File: src/rtl/if_id_fetch_if.sv
// rtl/if_id_fetch_if.sv - instruction memory bus and IF/ID output bundle for if_id_fetch
interface if_id_fetch_if;
    logic        imem_req;
    logic [31:0] imem_addr;
    logic        imem_ack;
    logic [31:0] imem_rdata;
    logic [31:0] if_pc;
    logic [31:0] if_instr;
    logic        if_valid;
    logic [4:0]  if_rs1;
    logic [4:0]  if_rs2;
    logic [4:0]  if_rd;

    // Fetch stage side: issues requests, owns the IF/ID register
    modport master (
        output imem_req, imem_addr, if_pc, if_instr, if_valid, if_rs1, if_rs2, if_rd,
        input  imem_ack, imem_rdata
    );

    // Memory / decode side
    modport slave (
        input  imem_req, imem_addr, if_pc, if_instr, if_valid, if_rs1, if_rs2, if_rd,
        output imem_ack, imem_rdata
    );
endinterface

File: src/rtl/if_id_fetch.sv
// rtl/if_id_fetch.sv - fetch stage with IF/ID register, one-entry stall buffer, optional perf counters (FETCH_PERF_EN)
module if_id_fetch #(
    parameter logic [31:0] RESET_PC  = 32'h0000_0000,
    parameter logic [31:0] NOP_INSTR = 32'h0000_0013
) (
    input  logic        clk,
    input  logic        rst,
    input  logic        stall,
    input  logic        redirect,
    input  logic [31:0] redirect_pc,
`ifdef FETCH_PERF_EN
    output logic [31:0] perf_fetch_cnt,
    output logic [31:0] perf_bubble_cnt,
`endif
    if_id_fetch_if.master bus
);

    typedef enum logic [1:0] {REQ, DRAIN, HOLD} state_t;

    state_t      state, state_n;
    logic [31:0] pc_reg, pc_n;
    logic [31:0] redir_pc, redir_n;
    logic [31:0] buf_pc, buf_pc_n;
    logic [31:0] buf_instr, buf_instr_n;
    logic [31:0] if_pc, if_pc_n;
    logic [31:0] if_instr, if_instr_n;
    logic        if_valid, if_valid_n;
    logic        capture;
    logic        flush;

    // While ID is stalled with a buffered instruction there is nowhere to put another one
    assign bus.imem_req  = !rst && (state != HOLD);
    assign bus.imem_addr = pc_reg;
    assign bus.if_pc     = if_pc;
    assign bus.if_instr  = if_instr;
    assign bus.if_valid  = if_valid;
    assign bus.if_rs1    = if_instr[19:15];
    assign bus.if_rs2    = if_instr[24:20];
    assign bus.if_rd     = if_instr[11:7];

    // Next-state and next-register values; capture marks an ack whose data is kept
    always_comb begin
        state_n     = state;
        pc_n        = pc_reg;
        redir_n     = redir_pc;
        buf_pc_n    = buf_pc;
        buf_instr_n = buf_instr;
        if_pc_n     = if_pc;
        if_instr_n  = if_instr;
        if_valid_n  = if_valid;
        capture     = 1'b0;
        flush       = 1'b0;
        case (state)
            REQ: begin
                if (redirect) begin
                    flush = 1'b1;
                    if (bus.imem_ack) begin
                        pc_n = redirect_pc;
                    end else begin
                        // The outstanding request must complete before the new address is issued
                        redir_n = redirect_pc;
                        state_n = DRAIN;
                    end
                end else if (bus.imem_ack) begin
                    capture = 1'b1;
                    pc_n    = pc_reg + 32'd4;
                    if (stall) begin
                        buf_pc_n    = pc_reg;
                        buf_instr_n = bus.imem_rdata;
                        state_n     = HOLD;
                    end else begin
                        if_pc_n    = pc_reg;
                        if_instr_n = bus.imem_rdata;
                        if_valid_n = 1'b1;
                    end
                end else if (!stall) begin
                    flush = 1'b1;
                end
            end
            DRAIN: begin
                flush = 1'b1;
                if (redirect) begin
                    redir_n = redirect_pc;
                end
                if (bus.imem_ack) begin
                    pc_n    = redirect ? redirect_pc : redir_pc;
                    state_n = REQ;
                end
            end
            HOLD: begin
                if (redirect) begin
                    flush   = 1'b1;
                    pc_n    = redirect_pc;
                    state_n = REQ;
                end else if (!stall) begin
                    if_pc_n    = buf_pc;
                    if_instr_n = buf_instr;
                    if_valid_n = 1'b1;
                    state_n    = REQ;
                end
            end
            default: state_n = REQ;
        endcase
        if (flush) begin
            if_valid_n = 1'b0;
            if_instr_n = NOP_INSTR;
        end
    end

    // State and datapath registers
    always_ff @(posedge clk or posedge rst) begin
        if (rst) begin
            state     <= REQ;
            pc_reg    <= RESET_PC;
            redir_pc  <= 32'd0;
            buf_pc    <= 32'd0;
            buf_instr <= 32'd0;
            if_pc     <= 32'd0;
            if_instr  <= NOP_INSTR;
            if_valid  <= 1'b0;
        end else begin
            state     <= state_n;
            pc_reg    <= pc_n;
            redir_pc  <= redir_n;
            buf_pc    <= buf_pc_n;
            buf_instr <= buf_instr_n;
            if_pc     <= if_pc_n;
            if_instr  <= if_instr_n;
            if_valid  <= if_valid_n;
        end
    end

`ifdef FETCH_PERF_EN
    // Kept fetches and bubble writes into IF/ID, free-running and wrapping
    always_ff @(posedge clk or posedge rst) begin
        if (rst) begin
            perf_fetch_cnt  <= 32'd0;
            perf_bubble_cnt <= 32'd0;
        end else begin
            if (capture) perf_fetch_cnt <= perf_fetch_cnt + 32'd1;
            if (flush)   perf_bubble_cnt <= perf_bubble_cnt + 32'd1;
        end
    end
`else
    logic unused_capture;
    assign unused_capture = capture;
`endif

endmodule

File: src/flat_wrapper.sv
// flat-port wrapper written by rule: the top's interface ports become plain ports
module if_id_fetch_flat 
#(
    parameter logic [31:0] RESET_PC  = 32'h0000_0000,
    parameter logic [31:0] NOP_INSTR = 32'h0000_0013
)
  (clk, rst, stall, redirect, redirect_pc, bus_imem_req, bus_imem_addr, bus_if_pc, bus_if_instr, bus_if_valid, bus_if_rs1, bus_if_rs2, bus_if_rd, bus_imem_ack, bus_imem_rdata);
  if_id_fetch_if bus_i ();
  input  logic clk;
  input  logic rst;
  input  logic stall;
  input  logic redirect;
  input  logic [31:0] redirect_pc;
  output wire logic [$bits(bus_i.imem_req)-1:0] bus_imem_req;
  output wire logic [$bits(bus_i.imem_addr)-1:0] bus_imem_addr;
  output wire logic [$bits(bus_i.if_pc)-1:0] bus_if_pc;
  output wire logic [$bits(bus_i.if_instr)-1:0] bus_if_instr;
  output wire logic [$bits(bus_i.if_valid)-1:0] bus_if_valid;
  output wire logic [$bits(bus_i.if_rs1)-1:0] bus_if_rs1;
  output wire logic [$bits(bus_i.if_rs2)-1:0] bus_if_rs2;
  output wire logic [$bits(bus_i.if_rd)-1:0] bus_if_rd;
  input wire logic [$bits(bus_i.imem_ack)-1:0] bus_imem_ack;
  input wire logic [$bits(bus_i.imem_rdata)-1:0] bus_imem_rdata;
  assign bus_imem_req = bus_i.imem_req;
  assign bus_imem_addr = bus_i.imem_addr;
  assign bus_if_pc = bus_i.if_pc;
  assign bus_if_instr = bus_i.if_instr;
  assign bus_if_valid = bus_i.if_valid;
  assign bus_if_rs1 = bus_i.if_rs1;
  assign bus_if_rs2 = bus_i.if_rs2;
  assign bus_if_rd = bus_i.if_rd;
  assign bus_i.imem_ack = bus_imem_ack;
  assign bus_i.imem_rdata = bus_imem_rdata;
  if_id_fetch #(.RESET_PC(RESET_PC), .NOP_INSTR(NOP_INSTR)) u_core (.clk(clk), .rst(rst), .stall(stall), .redirect(redirect), .redirect_pc(redirect_pc), .bus(bus_i));
endmodule
File: config.mk
export PLATFORM = sky130hd
export DESIGN_NAME = if_id_fetch_flat
export DESIGN_NICKNAME = d
export VERILOG_FILES = /design/src/rtl/if_id_fetch_if.sv /design/src/rtl/if_id_fetch.sv /design/src/flat_wrapper.sv
export SDC_FILE = /design/constraint.sdc
export NUM_CORES = 1
export LEC_CHECK = 0
export BUFFER_PORTS_ARGS = -buffer_cell sky130_fd_sc_hd__buf_2
export CAP_MARGIN = 10
export CORE_ASPECT_RATIO = 0.7
export CORE_MARGIN = 5
export CORE_UTILIZATION = 40
export DETAILED_ROUTE_END_ITERATION = 7
export HOLD_SLACK_MARGIN = 0.05
export PLACE_DENSITY = 0.71
export SYNTH_ARGS = -nofsm -noshare
export SYNTH_HDL_FRONTEND = slang
export SYNTH_SLANG_ARGS = --single-unit
File: constraint.sdc
create_clock -name clk -period 6.83 [get_ports clk]
set_input_delay 0.683 -clock clk [delete_from_list [all_inputs] [get_ports clk]]
set_output_delay 0.683 -clock clk [all_outputs]
set_load 0.005 [all_outputs]
==> flow_metrics.py, run 1 <==
metrics = {
    "worst_setup_path": {
        "rr_worst_depth": 8,
        "cp_slowest_cell": "buf_4",
        "timing.rr.end": "u_core.bus.imem_addr[7]",
        "cp-start-kind": "flop",
        "path_cells": "inv_1, ha_4, buf_4, nor2_1, buf_2",
        "end_kind": "output port",
        "worst_ep_arrival_time_ns": 2.65,
        "crit_family": "buffers and inverters",
        "crit_type": "flop to output port",
        "max_stage_delay_ns": 0.80,
        "r2r_start": "u_core.state[1]",
        "required_ns": 6.15,
        "crit_fanout": 51,
        "cp.buffers_inverters": 3,
        "r2r_slack_ns": 3.60,
    },
    "die": {
        "core_um2": 23900,
        "fp.dieW_um": 197,
        "dieArea_um2": 27700,
        "initial_core_util_pct": 40.9,
        "io_pins": 182,
        "rows": 47,
        "die_h_um": 141,
    },
    "grt": {
        "grt_use_total_pct": 19.5,
        "grt_overflow_total": 0,
        "grt_pass1_wl_um": 42800,
        "grt_max_degree": 127,
        "grt_pass1_vias": 7357,
        "antenna_found_initial": 4,
    },
    "finish": {
        "multi_input_area_um2": 4480,
        "fin_nets": 1093,
        "area_delta_synth_final_pct": 16.6,
        "seq_area_um2": 4880,
        "post-route-cell-area_um2": 11400,
        "antenna_cells": 0,
        "nFillCells": 2280,
        "final_util_pct": 47.7,
        "drive_gt1_share_pct": 35.4,
    },
    "cts": {
        "htreeDepth": 4,
        "clkTransAtPathRegs_ns": 0.08,
        "cts-hold-fix-buffers": 0,
        "cts_buffer_depth": 2,
        "cts_resized": 0,
        "cts_setup_buffers": 0,
        "clock-sinks": 195,
        "cts_tree": "done",
        "clk_latency_ns": 0.46,
        "clockRootBuffer": "clkbuf_16",
        "cts_made_buffers": 17,
    },
    "yosys": {
        "syn_inst": 885,
        "async_flop_share_pct": 100,
        "synth.distinct_cells": 67,
        "avgSynthCellArea_um2": 11.0,
        "ys_warn_count": 0,
        "syn_nets": 960,
        "syn-cell-area_um2": 9770,
        "synth_edf_count": 0,
        "synth_ff_type": "dfrtp_1",
        "synth_seq_cells": 195,
        "synth-seq-area-share_pct": 50.0,
    },
    "place": {
        "place_area_um2": 10800,
        "gp_congestion": 0.867,
        "dp_hpwl_um": 18500,
        "numPortBuffers": 181,
    },
    "hold_path": {
        "hold_path.class": "input pin to asynchronous set/reset pin",
    },
    "drt": {
        "vias": 7573,
        "ant_nets": 0,
        "viasPerCell": 5.61,
        "post_drt_wl_per_cell_um": 20.0,
        "totalWireLength_um": 27000,
        "route.detailed.drc": 0,
        "drt-initial-drc-count": 679,
        "drt_first_pass_iters": 5,
    },
    "sta": {
        "rsz0062_at_grt": "no",
        "post-route-period-util_pct": 48.8,
        "finalCriticalPeriod_ns": 3.34,
        "tns_ns": 0,
        "finalMaxSlewViolations": 0,
        "tightest_slew_ns": 0.952,
        "fin_skew_ns": 0.0157,
        "setup_viol": 0,
        "hold_violations": 0,
        "max_freq_mhz": 300,
        "slew_headroom_pct": 36.5,
    },
    "outcome": {
        "outcome": "finished clean",
    },
    "pwr": {
        "power.density_nw_per_um2": 511,
        "ir_drop_v": 0.000263,
        "p_leak_nw": 5.04,
    },
    "flow_run": {
        "max_cap_violations": 0,
    },
}
-- routing by layer --
metal / part of all wire, % / global-route usage, %
met1: 47 / 29.0
met2: 44 / 28.2
met3: 7.8 / 5.15
met4: 1.4 / 4.96
met5: 0.20 / 0
-- cell families (layout without fill, tap and decap cells) --
group	after synthesis	count (layout)	share of synthesized area [%]
fa+ha+maj	6	6	0.768
compound gates	209	209	14.4
buf+inv	90	236	4.67
mux	184	184	20.4
simple gates	197	197	9.40
xor+xnor	4	4	0.358
flops	195	195	50.0
-- cell usage after synthesis, types with 4 or more instances --
master,n,share of area [%]
a211oi_1,8,0.61
a21o_1,4,0.31
a21oi_1,78,4.0
a221o_1,4,0.41
a221oi_1,15,1.3
a22oi_1,10,0.77
a31oi_1,4,0.26
and3_1,6,0.38
buf_1,13,0.50
buf_2,20,1.0
buf_4,17,1.3
buf_6,4,0.46
clkbuf_1,25,0.96
dfrtp_1,192,49
ha_1,6,0.77
inv_1,11,0.42
mux2_2,122,14
mux2i_1,62,6.4
nand2_1,46,1.8
nand2b_1,6,0.38
nand3_1,12,0.61
nand4_1,8,0.51
nor2_1,85,3.3
nor2b_1,7,0.45
nor3_1,9,0.46
o211ai_1,4,0.31
o21ai_0,25,1.3
o31a_1,5,0.45
o31ai_1,7,0.54
o41ai_1,5,0.45
xnor2_1,4,0.36
-- cell type report --
type	instances	area share [%]
timing repair buffer	193	8.78
sequential	195	42.9
clock inverter	15	1.41
inverter	11	0.428
multi-input combinational	600	39.3
tap	318	3.49
clock buffer	17	3.73
-- how the worst max path moves through the flow --
stage | end | cells after the start | start
4_1_cts | bus_imem_req | 5 | u_core.state[0]
3_5_place_dp | u_core.bus.imem_addr[7] | 8 | u_core.state[1]
5_1_grt | bus_imem_req | 5 | u_core.state[0]
2_1_floorplan | u_core.buf_instr[0] | 1 | rst
3_3_place_gp | u_core.bus.imem_addr[7] | 8 | u_core.state[1]
6_report | bus_imem_req | 5 | u_core.state[0]
-- stage by stage --
| step | hold WS (ns) | instances | power, mW | setup slack [ns] |
|---|---|---|---|---|
| after floorplan | 0.450 | 885 | 3.97 | 0.840 |
| after global placement | 0.461 | 1316 | 4.74 | 3.79 |
| after detailed placement | 0.470 | 1316 | 4.84 | 3.71 |
| after CTS | 0.458 | 1348 | 5.85 | 3.47 |
| after global routing | 0.462 | 1349 | 6.24 | 3.35 |
| final | 0.388 | 1349 | 5.83 | 3.49 |
-- where the power goes --
group / internal (mW) / leakage, nW / total [mW] / switching, mW
clock: 0.491 / 0.283 / 1.00 / 0.511
sequential: 1.73 / 2.35 / 2.23 / 0.502
combinational: 1.22 / 2.41 / 2.59 / 1.36
total: 3.45 / 5.04 / 5.83 / 2.38
-- flip-flops by register name (all words and copies together), names as in the netlist --
register / count
u_core.bus.if_valid: 1
u_core.bus.if_instr: 32
u_core.buf_pc: 32
u_core.redir_pc: 32
u_core.bus.if_pc: 32
u_core.state: 2
u_core.bus.imem_addr: 32
u_core.buf_instr: 32
-- placed cells by master, fill, tap and decap left out, types with 5 or more instances in the layout --
cell type / count
dfrtp_1: 192
buf_2: 181
mux2_2: 122
nor2_1: 84
a21oi_1: 77
mux2i_1: 62
nand2_1: 46
o21ai_0: 25
clkbuf_16: 17
a221oi_1: 15
nand3_1: 11
buf_4: 11
a22oi_1: 10
inv_1: 10
nor3_1: 9
nand4_1: 8
a211oi_1: 8
o31ai_1: 7
nor2b_1: 7
and3_1: 6
nand2b_1: 6
o41ai_1: 5
o31a_1: 5
ha_1: 5
inv_6: 5
Power figures use the tool's default switching activity.
==> run 2, diff against run 1 <==
--- a/config.mk
+++ b/config.mk
@@ -12,7 +12,7 @@
 export CORE_UTILIZATION = 40
 export DETAILED_ROUTE_END_ITERATION = 7
 export HOLD_SLACK_MARGIN = 0.05
-export PLACE_DENSITY = 0.71
+export PLACE_DENSITY = 0.73
 export SYNTH_ARGS = -nofsm -noshare
 export SYNTH_HDL_FRONTEND = slang
 export SYNTH_SLANG_ARGS = --single-unit
==> constraint.sdc (replaced) <==
create_clock -name clk -period 3 [get_ports clk]
set_input_delay 0.3 -clock clk [delete_from_list [all_inputs] [get_ports clk]]
set_output_delay 0.3 -clock clk [all_outputs]
set_load 0.005 [all_outputs]
==> run 2 against run 1 <==
Against the previous run:
- total power rose by 130%
- cell count rose by 1.1%
- worst setup slack got worse by 3.1 ns
- critical path type is now flop to flop
==> flow_metrics.py, run 2 (synthesis results as in run 1) <==
metrics = {
    "pwr": {
        "p_int_mw": 8.07,
        "p_leak_nw": 5.14,
        "ir_drop_v": 0.000528,
        "power.density_nw_per_um2": 1170,
        "power_frac_comb_pct": 45.1,
        "sw_frac_of_total_pct": 40.4,
        "switchingPower_mw": 5.46,
        "seq_power_share_pct": 37.6,
        "fin_total_pwr_mw": 13.5,
        "clock_power_share_pct": 17.3,
    },
    "worst_setup_path": {
        "cp.buffers_inverters": 1,
        "max_stage_delay_ns": 0.77,
        "path_cells": "inv_1, ha_1, a21o_1, a221oi_1, a311oi_1, o21ai_0, o31ai_1",
        "cp_slowest_cell": "a221oi_1",
        "cp-start-kind": "flop",
        "required_ns": 3.30,
        "crit_fanout": 16,
        "crit_type": "flop to flop",
        "worst_ep_arrival_time_ns": 2.95,
        "r2r_slack_ns": 0.35,
        "crit_family": "compound AO/OA/AOI/OAI gates",
        "end_kind": "flop",
    },
    "place": {
        "dp_hpwl_um": 19800,
        "gp_congestion": 0.916,
        "numPortBuffers": 181,
        "placed_cells": 1331,
    },
    "sta": {
        "finalMaxSlewViolations": 0,
        "rsz0062_at_grt": "no",
        "finalCriticalPeriod_ns": 2.65,
        "hold_violations": 0,
        "tns_ns": 0,
        "post-route-period-util_pct": 88.3,
        "slew_headroom_pct": 47.0,
        "tightest_slew_ns": 0.795,
        "setup_viol": 0,
        "max_freq_mhz": 378,
        "fin_skew_ns": 0.0176,
    },
    "finish": {
        "fin_nets": 1108,
        "area_delta_synth_final_pct": 18.3,
        "mostFrequentLayoutCell": "dfrtp_1",
        "antenna_cells": 0,
        "stdcell_count": 1364,
        "final_util_pct": 48.4,
        "nFillCells": 2231,
        "seq_area_um2": 4880,
        "multi_input_area_um2": 4480,
        "drive_gt1_share_pct": 36.2,
        "layout_common_cells": "192 x dfrtp_1, 181 x buf_2, 122 x mux2_2, 84 x nor2_1, 77 x a21oi_1",
    },
    "cts": {
        "cts_resized": 0,
        "clock-sinks": 195,
        "htreeDepth": 4,
        "clkTransAtPathRegs_ns": 0.08,
        "cts_buffer_depth": 2,
        "clk_latency_ns": 0.44,
        "cts_tree": "done",
        "clockRootBuffer": "clkbuf_16",
        "cts_made_buffers": 17,
    },
    "drt": {
        "totalWireLength_um": 27600,
        "post_drt_wl_per_cell_um": 20.2,
        "drt_first_pass_iters": 5,
        "vias": 7673,
        "viasPerCell": 5.63,
        "drt-initial-drc-count": 643,
        "route.detailed.drc": 0,
        "ant_nets": 0,
    },
    "grt": {
        "grt_use_total_pct": 19.9,
        "grt_max_degree": 93,
        "grt_pass1_wl_um": 44000,
        "grt_pass1_vias": 7727,
        "antenna_found_initial": 5,
        "grt_overflow_total": 0,
    },
    "die": {
        "rows": 47,
        "initial_core_util_pct": 40.9,
        "io_pins": 182,
        "die_h_um": 141,
        "dieArea_um2": 27700,
        "fp.dieW_um": 197,
        "core_um2": 23900,
    },
    "flow_run": {
        "max_cap_violations": 0,
    },
    "hold_path": {
        "hold_path.class": "input pin to flop",
    },
    "outcome": {
        "outcome": "finished clean",
    },
}
-- run 2: cell types whose count changed in the layout (fill, tap and decap cells not counted), sizes merged --
cell	before	now
buf	193	207
clkinv	6	3
bufinv	0	1
clkbuf	17	18
clkinvlp	1	2
dlygate4sd3	0	1
-- run 2: power by group through the flow --
stage,Clock (mW),Sequential (mW),Combinational (mW)
6_report,2.35,5.08,6.10
5_1_grt,2.53,5.26,6.72
4_1_cts,2.41,5.06,6.12
3_5_place_dp,0,5.11,6.10
3_3_place_gp,0,5.03,5.93
2_1_floorplan,0,4.76,4.28
-- run 2: per-stage QoR --
| step | worst slack, ns | hold WS (ns) | area, um2 |
|---|---|---|---|
| after floorplan | 0.184 | 0.450 | 9780 |
| after global placement | 0.559 | 0.460 | 11000 |
| after detailed placement | 0.501 | 0.470 | 11000 |
| after CTS | 0.493 | 0.0873 | 11600 |
| after global routing | 0.203 | 0.0931 | 11600 |
| final | 0.352 | 0.106 | 11600 |
-- run 2: path summary, 6_finish.rpt --
path | start | end | depth (start not counted)
hold reg to reg | u_core.buf_pc[18] | u_core.buf_pc[18] | 2
hold / removal | bus_imem_rdata[9] | u_core.buf_instr[9] | 2
min in group asynchronous | rst | u_core.buf_pc[3] | 3
max in group asynchronous | rst | u_core.buf_pc[8] | 4
setup / recovery | u_core.state[1] | u_core.bus.imem_addr[9] | 7
setup reg to reg | u_core.state[1] | u_core.bus.imem_addr[9] | 7
-- run 2: final cells by class --
type	count	area share (%)
clock buffer	18	3.80
clock inverter	14	1.40
inverter	11	0.390
multi-input combinational	600	38.7
sequential	195	42.2
tap	318	3.44
timing repair buffer	208	10.0
-- run 2: what timing repair did --
item,4_1_cts,5_1_grt
hold buffers,1,0
endpoints found under the hold margin,28,0
setup buffers,0,0
-- run 2: routing by layer --
metal  vias up  share of wire, %  global-route usage [%]
met5         -              0.22                       0
met4        10               1.4                    4.45
met3        39               9.5                    6.75
met2       303                43                    28.8
met1      3801                46                    29.0
li1       3520                 -                       -
==> run 3, diff against run 2 <==
--- a/config.mk
+++ b/config.mk
@@ -5,6 +5,7 @@
 export SDC_FILE = /design/constraint.sdc
 export NUM_CORES = 1
 export LEC_CHECK = 0
+export ABC_AREA = 1
 export BUFFER_PORTS_ARGS = -buffer_cell sky130_fd_sc_hd__buf_2
 export CAP_MARGIN = 10
 export CORE_ASPECT_RATIO = 0.7
==> run 3 against run 2 <==
Against the previous run:
- sequential power is 2% lower
- cell count rose by 39%
- area after synthesis rose by 6.7%
- hold slack improved by 0.020 ns
- worst setup slack better by 0.25 ns
- flip-flop and latch count stayed put
==> flow_metrics.py, run 3 <==
metrics = {
    "sta": {
        "post-route-period-util_pct": 80.0,
        "rsz0062_at_grt": "no",
        "slew_headroom_pct": 48.9,
        "finalMaxSlewViolations": 0,
        "fin_skew_ns": 0.0113,
        "tns_ns": 0,
        "setup_viol": 0,
        "max_freq_mhz": 416,
        "tightest_slew_ns": 0.766,
        "finalCriticalPeriod_ns": 2.40,
        "hold_violations": 0,
        "timing.final.ws_setup_ns": 0.599,
    },
    "worst_setup_path": {
        "cp-start-kind": "flop",
        "worst_ep_arrival_time_ns": 2.10,
        "cp_slowest_cell": "buf_4",
        "crit_family": "buffers and inverters",
        "cp.buffers_inverters": 3,
        "required_ns": 2.70,
        "crit_type": "flop to output port",
        "path_cells": "inv_1, ha_4, buf_4, nor2_1, buf_2",
        "end_kind": "output port",
        "max_stage_delay_ns": 0.61,
        "crit_fanout": 65,
    },
    "yosys": {
        "synth_edf_count": 0,
        "ys_warn_count": 0,
        "synth_top_cell_by_area": "dfrtp_1",
        "avgSynthCellArea_um2": 7.31,
        "syn_nets": 1502,
        "synth-seq-area-share_pct": 46.8,
        "synth_ff_type": "dfrtp_1",
        "async_flop_share_pct": 100,
        "syn_inst": 1427,
        "synthTopCellsByArea": "dfrtp_1 46%, nand2_1 19%, o21ai_0 6.1%",
        "synthDominantCellAreaShare_pct": 46.1,
        "yosysMostFrequentCell": "nand2_1",
        "synthTopCellsByCount": "520 x nand2_1, 192 x dfrtp_1, 127 x o21ai_0",
        "synth_seq_cells": 195,
        "syn-cell-area_um2": 10400,
        "synth.distinct_cells": 35,
    },
    "drt": {
        "ant_nets": 0,
        "route.detailed.drc": 0,
        "drt-initial-drc-count": 941,
        "drt_first_pass_iters": 6,
        "vias": 9947,
        "totalWireLength_um": 31100,
        "viasPerCell": 5.24,
        "post_drt_wl_per_cell_um": 16.4,
    },
    "pwr": {
        "switchingPower_mw": 6.30,
        "p_leak_nw": 6.07,
        "sw_frac_of_total_pct": 45.3,
        "ir_drop_v": 0.000646,
        "p_int_mw": 7.60,
        "power_frac_comb_pct": 46.9,
        "power.density_nw_per_um2": 1150,
        "seq_power_share_pct": 35.7,
        "clock_power_share_pct": 17.4,
    },
    "die": {
        "die_h_um": 145,
        "fp.dieW_um": 203,
        "dieArea_um2": 29400,
        "io_pins": 182,
        "core_um2": 25700,
        "initial_core_util_pct": 40.6,
        "rows": 49,
    },
    "finish": {
        "fin_nets": 1627,
        "nFillCells": 2521,
        "drive_gt1_share_pct": 16.9,
        "mostFrequentLayoutCell": "nand2_1",
        "layout_common_cells": "520 x nand2_1, 192 x dfrtp_1, 181 x buf_2, 127 x o21ai_0, 105 x nor2_1",
        "area_delta_synth_final_pct": 16.2,
    },
    "cts": {
        "htreeDepth": 4,
        "cts_resized": 0,
        "clk_latency_ns": 0.44,
        "cts_setup_buffers": 0,
        "cts-hold-fix-buffers": 1,
        "clock-sinks": 195,
        "clkTransAtPathRegs_ns": 0.08,
        "cts_buffer_depth": 2,
        "cts_made_buffers": 17,
        "cts_tree": "done",
        "clockRootBuffer": "clkbuf_16",
    },
    "place": {
        "pre_cts_ws_ns": 0.693,
        "dp_hpwl_um": 22000,
        "numPortBuffers": 181,
        "gp_congestion": 0.942,
    },
    "grt": {
        "antenna_found_initial": 9,
        "grt_use_total_pct": 20.9,
        "grt_max_degree": 66,
        "grt_overflow_total": 0,
        "grt_pass1_vias": 9218,
        "grt_pass1_wl_um": 50500,
    },
    "flow_run": {
        "max_cap_violations": 0,
    },
    "outcome": {
        "outcome": "finished clean",
    },
    "hold_path": {
        "hold_path.class": "input pin to flop",
    },
}
==> run 3: cell types whose count changed after synthesis, sizes merged, moves of 18 or more <==
cell	delta
a21oi	+18
a31oi	+52
inv	+91
mux2	-118
mux2i	-62
nand2	+476
nand3	+31
nand4	+20
nor2	+26
o21ai	+106
==> run 3: layer usage <==
metal / up-vias / GRT usage [%] / share of wire, %
met5: - / 0 / 0.22
met4: 14 / 4.58 / 1.3
met3: 38 / 5.96 / 9.4
met2: 375 / 30.0 / 43
met1: 4645 / 31.5 / 46
li1: 4875 / - / -
==> run 3: power groups by stage <==
| stage | clock network, mW | logic (mW) | registers, mW |
|---|---|---|---|
| finish | 2.42 | 6.52 | 4.96 |
| global route | 2.57 | 7.43 | 5.11 |
| CTS | 2.46 | 6.53 | 4.93 |
| detailed placement | 0 | 6.50 | 4.97 |
| global placement | 0 | 6.30 | 4.91 |
| floorplan | 0 | 4.64 | 4.72 |
==> run 3: worst reg2reg max path: cells and delay by family (launching register included) <==
family | cells | cell delay [ns]
flip-flops | 1 | 0.44
AND/OR/NAND/NOR | 2 | 0.24
AO/OA/AOI/OAI | 4 | 0.45
adder cells (fa/ha/maj) | 1 | 0.43
buffers and inverters | 2 | 0.65
==> run 3: worst paths after layout <==
check	endpoint	cells after the start	slack, ns	startpoint
worst min-delay path	u_core.buf_instr[8]	3	0.13	bus_imem_rdata[8]
worst max-delay path	bus_imem_req	5	0.60	u_core.state[0]
max in group asynchronous	u_core.bus.if_instr[1]	4	1.67	rst
worst max register to register	u_core.bus.imem_addr[2]	9	0.68	u_core.state[0]
min in group asynchronous	u_core.buf_pc[5]	3	0.54	rst
worst min register to register	u_core.bus.if_instr[4]	2	0.47	u_core.bus.if_instr[4]
==> run 3: cell families (layout without fill, tap and decap cells) <==
family	count (synthesis)	in the layout	synth area share, %
and+or+nand+nor	710	710	27.2
other	0	2	0
xor gates and xnor gates	5	5	0.420
DFF	195	195	46.8
AOI/OAI and AO/OA	303	303	15.8
adders and majority gates	6	6	0.720
buffers and inverters	204	341	8.56
muxes	4	4	0.432
==> run 3: cell type report <==
class	instances	area, um2	area share [%]
antenna	2	5.00	0.0413
inverter	102	387	3.19
timing repair buffer	208	1140	9.38
clock inverter	12	171	1.41
clock buffer	19	443	3.66
sequential	195	4880	40.3
multi-input combinational	1028	4680	38.6
tap	331	414	3.42
==> run 3: through the flow <==
| step | util (%) | hold WS [ns] | instance area, um2 | power, mW | cells |
|---|---|---|---|---|---|
| after global placement | 44.7 | 0.453 | 11500 | 11.2 | 1863 |
| after CTS | 47.1 | 0.116 | 12100 | 13.9 | 1895 |
| after global routing | 47.2 | 0.122 | 12100 | 15.1 | 1897 |
| final | 47.2 | 0.126 | 12100 | 13.9 | 1897 |
| after floorplan | - | 0.448 | 10400 | 9.36 | 1427 |
| after detailed placement | 44.7 | 0.461 | 11500 | 11.5 | 1863 |
